`config.mk`:
```
export PLATFORM = sky130hd
export DESIGN_NAME = pfa32
export DESIGN_NICKNAME = d
export VERILOG_FILES = /design/src/rtl/pfa32_pkg.sv /design/src/rtl/pfa_black_cell.sv /design/src/rtl/pfa32.sv
export SDC_FILE = /design/constraint.sdc
export NUM_CORES = 1
export LEC_CHECK = 0
export ABC_AREA = 1
export CAP_MARGIN = 20
export CORE_MARGIN = 3
export CORE_UTILIZATION = 53
export DETAILED_ROUTE_END_ITERATION = 8
export PLACE_DENSITY = 0.8
export SLEW_MARGIN = 5
export SYNTH_ARGS = -nofsm -noshare
export SYNTH_HDL_FRONTEND = slang
export SYNTH_HIERARCHICAL = 1
export SYNTH_SLANG_ARGS = --single-unit
```
`constraint.sdc`:
```
create_clock -name clk -period 2.38 [get_ports clk]
set_input_delay 0.476 -clock clk [delete_from_list [all_inputs] [get_ports clk]]
set_output_delay 0.476 -clock clk [all_outputs]
set_load 0.05 [all_outputs]
```
`src/rtl/pfa32_pkg.sv`:
```
// Shared constants and types for the pfa32 Kogge-Stone adder.
// PFA32_PIPE_EN selects the pipelined build; PFA32_LAT follows it.
package pfa32_pkg;

    localparam int PFA32_W   = 32;
    localparam int PFA32_LVL = 5;

`ifdef PFA32_PIPE_EN
    localparam int PFA32_LAT = 3;
`else
    localparam int PFA32_LAT = 2;
`endif

    typedef logic [31:0] pfa32_vec_t;

    // Distance between combined positions at prefix level lvl (1-based).
    function automatic int pfa32_span(input int lvl);
        return 1 << (lvl - 1);
    endfunction

endpackage

```
`src/rtl/pfa_black_cell.sv`:
```
// Kogge-Stone black cell: merges a high group (gh, ph) with the adjacent
// low group (gl, pl). Used as a gray cell when p is left unused.
module pfa_black_cell (
    input  logic gh,
    input  logic ph,
    input  logic gl,
    input  logic pl,
    output logic g,
    output logic p
);

    assign g = gh | (ph & gl);
    assign p = ph & pl;

endmodule

```
`src/rtl/pfa32.sv`:
```
// Registered 32-bit Kogge-Stone adder: {cout, s} = a + b + cin.
// Optional macro PFA32_PIPE_EN adds a register stage after prefix level 3.
module pfa32
    import pfa32_pkg::*;
(
    input  logic               clk,
    input  logic               rst_n,
    input  logic [PFA32_W-1:0] a,
    input  logic [PFA32_W-1:0] b,
    input  logic               cin,
    output logic [PFA32_W-1:0] s,
    output logic               cout
);

    // Streaming datapath: no valid/ready; every clock accepts one operand
    // set and retires one result, with no stall path.

    pfa32_vec_t a_q, b_q;
    logic       cin_q;

    always_ff @(posedge clk) begin
        if (!rst_n) begin
            a_q   <= '0;
            b_q   <= '0;
            cin_q <= 1'b0;
        end else begin
            a_q   <= a;
            b_q   <= b;
            cin_q <= cin;
        end
    end

    pfa32_vec_t g_bit, p_bit;
    assign g_bit = a_q & b_q;
    assign p_bit = a_q ^ b_q;

    // g_lvl[n]/p_lvl[n] are the group terms after prefix level n;
    // g_op/p_op are what level n+1 consumes (registered at level 3 if piped).
    logic [PFA32_LVL:0][PFA32_W-1:0]   g_lvl;
    logic [PFA32_LVL-1:0][PFA32_W-1:0] p_lvl;
    logic [PFA32_LVL-1:0][PFA32_W-1:0] g_op;
    logic [PFA32_LVL-1:0][PFA32_W-1:0] p_op;
    pfa32_vec_t                        p_sum;
    logic                              cin_sum;

    // cin sits at position -1; merging it into bit 0 up front keeps the
    // tree at 32 positions so five levels reach every bit.
    pfa_black_cell u_cin_fold (
        .gh (g_bit[0]),
        .ph (p_bit[0]),
        .gl (cin_q),
        .pl (1'b0),
        .g  (g_lvl[0][0]),
        .p  (p_lvl[0][0])
    );

    for (genvar k = 1; k < PFA32_W; k++) begin : g_lvl0
        assign g_lvl[0][k] = g_bit[k];
        assign p_lvl[0][k] = p_bit[k];
    end

    for (genvar l = 0; l < PFA32_LVL; l++) begin : g_opsel
        if (l != 3) begin : g_direct
            assign g_op[l] = g_lvl[l];
            assign p_op[l] = p_lvl[l];
        end
    end

`ifdef PFA32_PIPE_EN
    pfa32_vec_t g3_q, p3_q, psum_q;
    logic       cin3_q;

    always_ff @(posedge clk) begin
        if (!rst_n) begin
            g3_q   <= '0;
            p3_q   <= '0;
            psum_q <= '0;
            cin3_q <= 1'b0;
        end else begin
            g3_q   <= g_lvl[3];
            p3_q   <= p_lvl[3];
            psum_q <= p_bit;
            cin3_q <= cin_q;
        end
    end

    assign g_op[3] = g3_q;
    assign p_op[3] = p3_q;
    assign p_sum   = psum_q;
    assign cin_sum = cin3_q;
`else
    assign g_op[3] = g_lvl[3];
    assign p_op[3] = p_lvl[3];
    assign p_sum   = p_bit;
    assign cin_sum = cin_q;
`endif

    // Levels 1..4 need both G and P downstream: full black cells.
    for (genvar l = 1; l < PFA32_LVL; l++) begin : g_tree
        localparam int D = pfa32_span(l);
        for (genvar k = 0; k < PFA32_W; k++) begin : g_bitpos
            if (k >= D) begin : g_cell
                pfa_black_cell u_bc (
                    .gh (g_op[l-1][k]),
                    .ph (p_op[l-1][k]),
                    .gl (g_op[l-1][k-D]),
                    .pl (p_op[l-1][k-D]),
                    .g  (g_lvl[l][k]),
                    .p  (p_lvl[l][k])
                );
            end else begin : g_pass
                assign g_lvl[l][k] = g_op[l-1][k];
                assign p_lvl[l][k] = p_op[l-1][k];
            end
        end
    end

    // Last level only needs G: black cells acting as gray cells.
    localparam int LAST_D = pfa32_span(PFA32_LVL);
    logic [PFA32_W-1:LAST_D] gray_p_unused;

    for (genvar k = 0; k < PFA32_W; k++) begin : g_last
        if (k >= LAST_D) begin : g_gray
            pfa_black_cell u_gc (
                .gh (g_op[PFA32_LVL-1][k]),
                .ph (p_op[PFA32_LVL-1][k]),
                .gl (g_op[PFA32_LVL-1][k-LAST_D]),
                .pl (p_op[PFA32_LVL-1][k-LAST_D]),
                .g  (g_lvl[PFA32_LVL][k]),
                .p  (gray_p_unused[k])
            );
        end else begin : g_pass
            assign g_lvl[PFA32_LVL][k] = g_op[PFA32_LVL-1][k];
        end
    end

    // g_lvl[5][i] spans bits [i:-1], so it is the carry into bit i+1.
    pfa32_vec_t carry, s_d, s_q;
    logic       cout_d, cout_q;

    assign carry  = {g_lvl[PFA32_LVL][PFA32_W-2:0], cin_sum};
    assign s_d    = p_sum ^ carry;
    assign cout_d = g_lvl[PFA32_LVL][PFA32_W-1];

    always_ff @(posedge clk) begin
        if (!rst_n) begin
            s_q    <= '0;
            cout_q <= 1'b0;
        end else begin
            s_q    <= s_d;
            cout_q <= cout_d;
        end
    end

    assign s    = s_q;
    assign cout = cout_q;

endmodule

```
==> metrics.json <==
{
  "critical_path": {
    "slowest_delay_ns": 0.85,
    "timing.critical_path.buf_inv": 1,
    "rrSetupSlack_ns": 0.40,
    "cp_slowest_cell": "sky130_fd_sc_hd__clkdlybuf4s50_1",
    "worstRegToRegCells": 14,
    "start_kind": "flop",
    "worstPathMaxFanout": 1,
    "cp_data_arrival_time_ns": 1.66,
    "setup.worst_path.end": "cout",
    "crit-reg2reg-launch": "a_q[0]",
    "worstSetupPathType": "reg -> out",
    "cell_family_with_the_largest_share_of_critical_path_delay": "buffers and inverters",
    "crit_path_end_kind": "primary output",
    "critical_path_depth": 1,
    "worst_r2r_endpoint": "s[30]",
    "worst_setup_path_startpoint": "cout",
    "cp_cell_sequence": "clkdlybuf4s50_1",
    "data_required_time_of_the_worst_path_ns": 1.90
  },
  "die": {
    "core.rowCount": 36,
    "floorplan.die_area_mm2": 0.0119,
    "start_util_pct": 56.0,
    "i_o_pins": 100,
    "chipWidth_um": 109,
    "chipHeight_um": 109,
    "placeableCoreArea_mm2": 0.0100
  },
  "clock_network": {
    "cts_inserted_buffers": 9,
    "clkSinkCount": 98,
    "post-cts-setup-buffers": 0,
    "clock_tree.root_cell": "sky130_fd_sc_hd__clkbuf_8",
    "cts_htree_levels": 3,
    "clkSlewWorstSetupHoldPaths_ns": 0.09,
    "post_cts_resized": 0,
    "clk-insertion-delay-late_ns": 0.38,
    "tritoncts": "yes",
    "cts-hold-fix-buffers": 0,
    "cts_buffer_depth": 2
  },
  "routing": {
    "drtIter0Drc": 329,
    "drt_wl_total_um": 13000,
    "total_number_of_vias": 5244,
    "post_drt_wl_per_cell_um": 10.6,
    "post_drt_via_cell_ratio": 4.27,
    "detail_route.first_pass.iterations": 5,
    "drt.antenna.violating_nets": 0,
    "drc_errors": 0
  },
  "grt": {
    "grt_max_degree": 33,
    "first_global_vias": 4889,
    "grt_first_pass_wirelength_um": 21700,
    "total_grt_overflow": 0,
    "number_of_antenna_violations_at_the_first_check_in_global_routing": 1,
    "globalRouteTotalUtil_pct": 23.5
  },
  "synth": {
    "syn-instance-count": 987,
    "synthesis.yosys.warnings": 6,
    "post_synth_instance_area_mm2": 0.00562,
    "synthesis.nets": 1086,
    "syn_area_per_cell_um2": 5.70
  },
  "power": {
    "p_total_uw": 3840,
    "p_leak_uw": 0.00465,
    "ir_worst_vdd_mv": 0.582,
    "powerDensity_mw_per_mm2": 552
  },
  "cells_and_area": {
    "layout-area-overhead-vs-synth_pct": 23.8,
    "num-nets-final": 1188,
    "drive_gt1_share_pct": 1.65,
    "n_antenna_cell": 0
  },
  "sta": {
    "finalCritPeriodShare_pct": 89.6,
    "timing_hold_violations_final": 0,
    "timing.fmax_mhz": 469,
    "rsz_0062_raised_after_global_routing": "no",
    "final-setup-viol-count": 0,
    "finalHoldWorstSlack_ns": 0.495,
    "finClkSkew_ns": 0.00861,
    "final_total_negative_setup_slack_ns": 0,
    "slew_violations": 0,
    "finalWorstSetupSlack_ns": 0.248,
    "maxSlewHeadroom_pct": 61.1,
    "tightest_pin_transition_ns": 0.584,
    "period_needed_ns": 2.13
  },
  "placement": {
    "gp_congestion": 0.936,
    "dpl_worst_slack_ns": 0.412,
    "placement.io_buffers": 99,
    "hpwlAfterDp_um": 10600
  },
  "min_path": {
    "hold_class": "reg -> reg",
    "worstHoldStart": "cin_q"
  },
  "status": {
    "outcome": "finished clean"
  },
  "flow_run": {
    "cap_violations": 0
  }
}
-- report_power, final --
group	switching, uW	total (uW)	internal [uW]
sequential	35.5	1780	1750
combinational	535	873	337
clock	563	1180	621
total	1130	3840	2710
-- metrics by stage --
stage	instances	utilization, %	cell area (um^2)
final	1227	69.3	6960
after global routing	1227	69.3	6960
after CTS	1227	69.3	6960
after detailed placement	1211	67.1	6740
after global placement	1211	67.1	6740
after floorplan	987	-	5620
-- final cells by class --
class / instances / area (um^2)
clock buffers: 12 / 145
repair buffers: 102 / 1030
multi-input cells: 584 / 2470
inverters: 294 / 1100
clock inverters: 4 / 75.1
fillers: 963 / 3090
flip-flops and latches: 98 / 1960
well taps: 133 / 166
-- placed cells by master, fill, tap and decap left out --
cell and n:
sky130_fd_sc_hd__ha_1 32, sky130_fd_sc_hd__nand2_1 488, sky130_fd_sc_hd__nor2_1 64, sky130_fd_sc_hd__bufinv_16 2
sky130_fd_sc_hd__buf_4 1, sky130_fd_sc_hd__clkdlybuf4s50_1 98, sky130_fd_sc_hd__buf_12 2, sky130_fd_sc_hd__buf_2 1
sky130_fd_sc_hd__dfxtp_1 98, sky130_fd_sc_hd__inv_1 294, sky130_fd_sc_hd__clkbuf_8 10, sky130_fd_sc_hd__clkbuf_1 2
sky130_fd_sc_hd__clkinvlp_4 2
-- per-layer routing --
metal	routed length [um]	track usage, %
met5	13	0
met4	282	8.21
met3	807	5.57
met2	5850	37.9
met1	6050	30.7
-- sequential cells by signal, summed over array words and instances, names as in the netlist --
register,count
s,32
b_q,32
a_q,32
cout,1
cin_q,1
-- how the worst min path moves through the flow --
stage                end  slack (ns)  depth (start not counted)
floorplan           s[0]        0.46                          2
global placement    s[0]        0.50                          2
detailed placement  s[0]        0.49                          2
CTS                 s[0]        0.50                          2
global route        s[0]        0.56                          2
finish              s[0]        0.50                          2
Power figures use the tool's default switching activity.
==> patch (same settings) <==
The output `cout` loses its register stage (`cout_q` becomes a continuous assignment).
--- a/src/rtl/pfa32.sv
+++ b/src/rtl/pfa32.sv
@@ -146,10 +146,10 @@
         if (!rst_n) begin
             s_q    <= '0;
-            cout_q <= 1'b0;
         end else begin
             s_q    <= s_d;
-            cout_q <= cout_d;
         end
     end
+
+    assign cout_q = cout_d;
 
     assign s    = s_q;
Behaviour: not the same (Yosys sat finds a counterexample within 4 cycles, from zero or initial values and one cycle with rst_n low).
==> patch against the original RTL <==
Synthesized area up 0.13%; wire length rose by 3.3%; synthesized cell count decreased by 0.30%; total power up 2.9%; register-to-register slack improved by 0.04 ns; hold slack better by 0.015 ns; die area increased by 0.13%; sequential cell count is 1 lower; worst setup slack lost 0.20 ns; via count is 1.6% higher; cell area rose by 6.1%; critical path type unchanged; largest cell class unchanged.
==> patch: results (changes against the original RTL) <==
stage	metric	value	unit	change
status	status	finished, final reports clean		
grt	Total Routing Usage GR	22.2	%	-1.3 points
worst_setup_path	worst r2r path cells	15		+1
yosys	post-synth net total	1083		-0.28%
layout	share of layout cells above drive strength 1	8.40	%	+6.8 points
worst_setup_path	critical path's largest stage delay	0.34	ns	-0.51 ns
grt	initial antenna violation count	0		-1
worst_setup_path	R2R Setup Slk	0.44	ns	+0.04 ns
worst_setup_path	Critical Path AT	1.85	ns	+0.19 ns
timing	Worst Max-Slew Pin Slew	0.531	ns	-0.0524 ns
routing	DR WL/cell	10.9	um	+3.3%
pwr	Clk network pwr share	30.4	%	-0.4 points
worst_setup_path	FF-to-FF End	s[31]$_SDFF_PN0_		
pwr	Max IR drop VDD	0.426	mV	-27%
routing	Via density	4.34		+1.5%
place	post-detail-place hpwl	9930	um	-6.5%
grt	pin count of the biggest net entering global routing	98		+200%
worst_setup_path	slowest CP cell	dfxtp_1		
place	DP Area	0.00675	mm^2	+0.15%
yosys	Avg Inst Size Synth	5.72	um^2	+0.44%
pwr	Int Power	2.74	mW	+1.3%
pwr	Pleak	4.61	nW	-0.90%
pwr	switching share of power	30.6	%	+1.0 points
routing	final wirelength	13400	um	+3.3%
place	gp weighted congestion	0.900		-3.8%
grt	vias in the first global route	4816		-1.5%
layout	fillers	853		-11%
worst_setup_path	critical path's top delay family	simple AND/OR/NAND/NOR gates		
pwr	combinational power share	24.3	%	+1.6 points
==> patch: final cells by class <==
| cell class | instances | area, um^2 | share of cell area [%] |
|---|---|---|---|
| flip-flops and latches | 97 | 1940 | 26.3 |
| clock buffers | 9 | 124 | 1.68 |
| inverters | 293 | 1100 | 14.9 |
| multi-input cells | 583 | 2890 | 39.1 |
| repair buffers | 106 | 1060 | 14.4 |
| clock inverters | 7 | 100 | 1.36 |
| well taps | 133 | 166 | 2.25 |
==> patch: repair_timing <==
action,in CTS,in global routing
endpoints found under the hold margin,0,0
setup buffers,2,0
endpoints found under the setup margin,1,1
gates resized for setup,7,42
pin swaps,8,10
==> patch: tightest hold or removal path: cells and delay by family (launching register included) <==
family	cells	cell delay, ns
flops	1	0.34
simple gates	2	0.14
==> patch: layer usage <==
metal	vias up	track usage, %	share of wire (%)
li1	2906	-	-
met1	2289	28.7	46
met2	120	37.4	48
met3	14	4.20	4.8
met4	0	6.58	1.3
met5	-	0	0
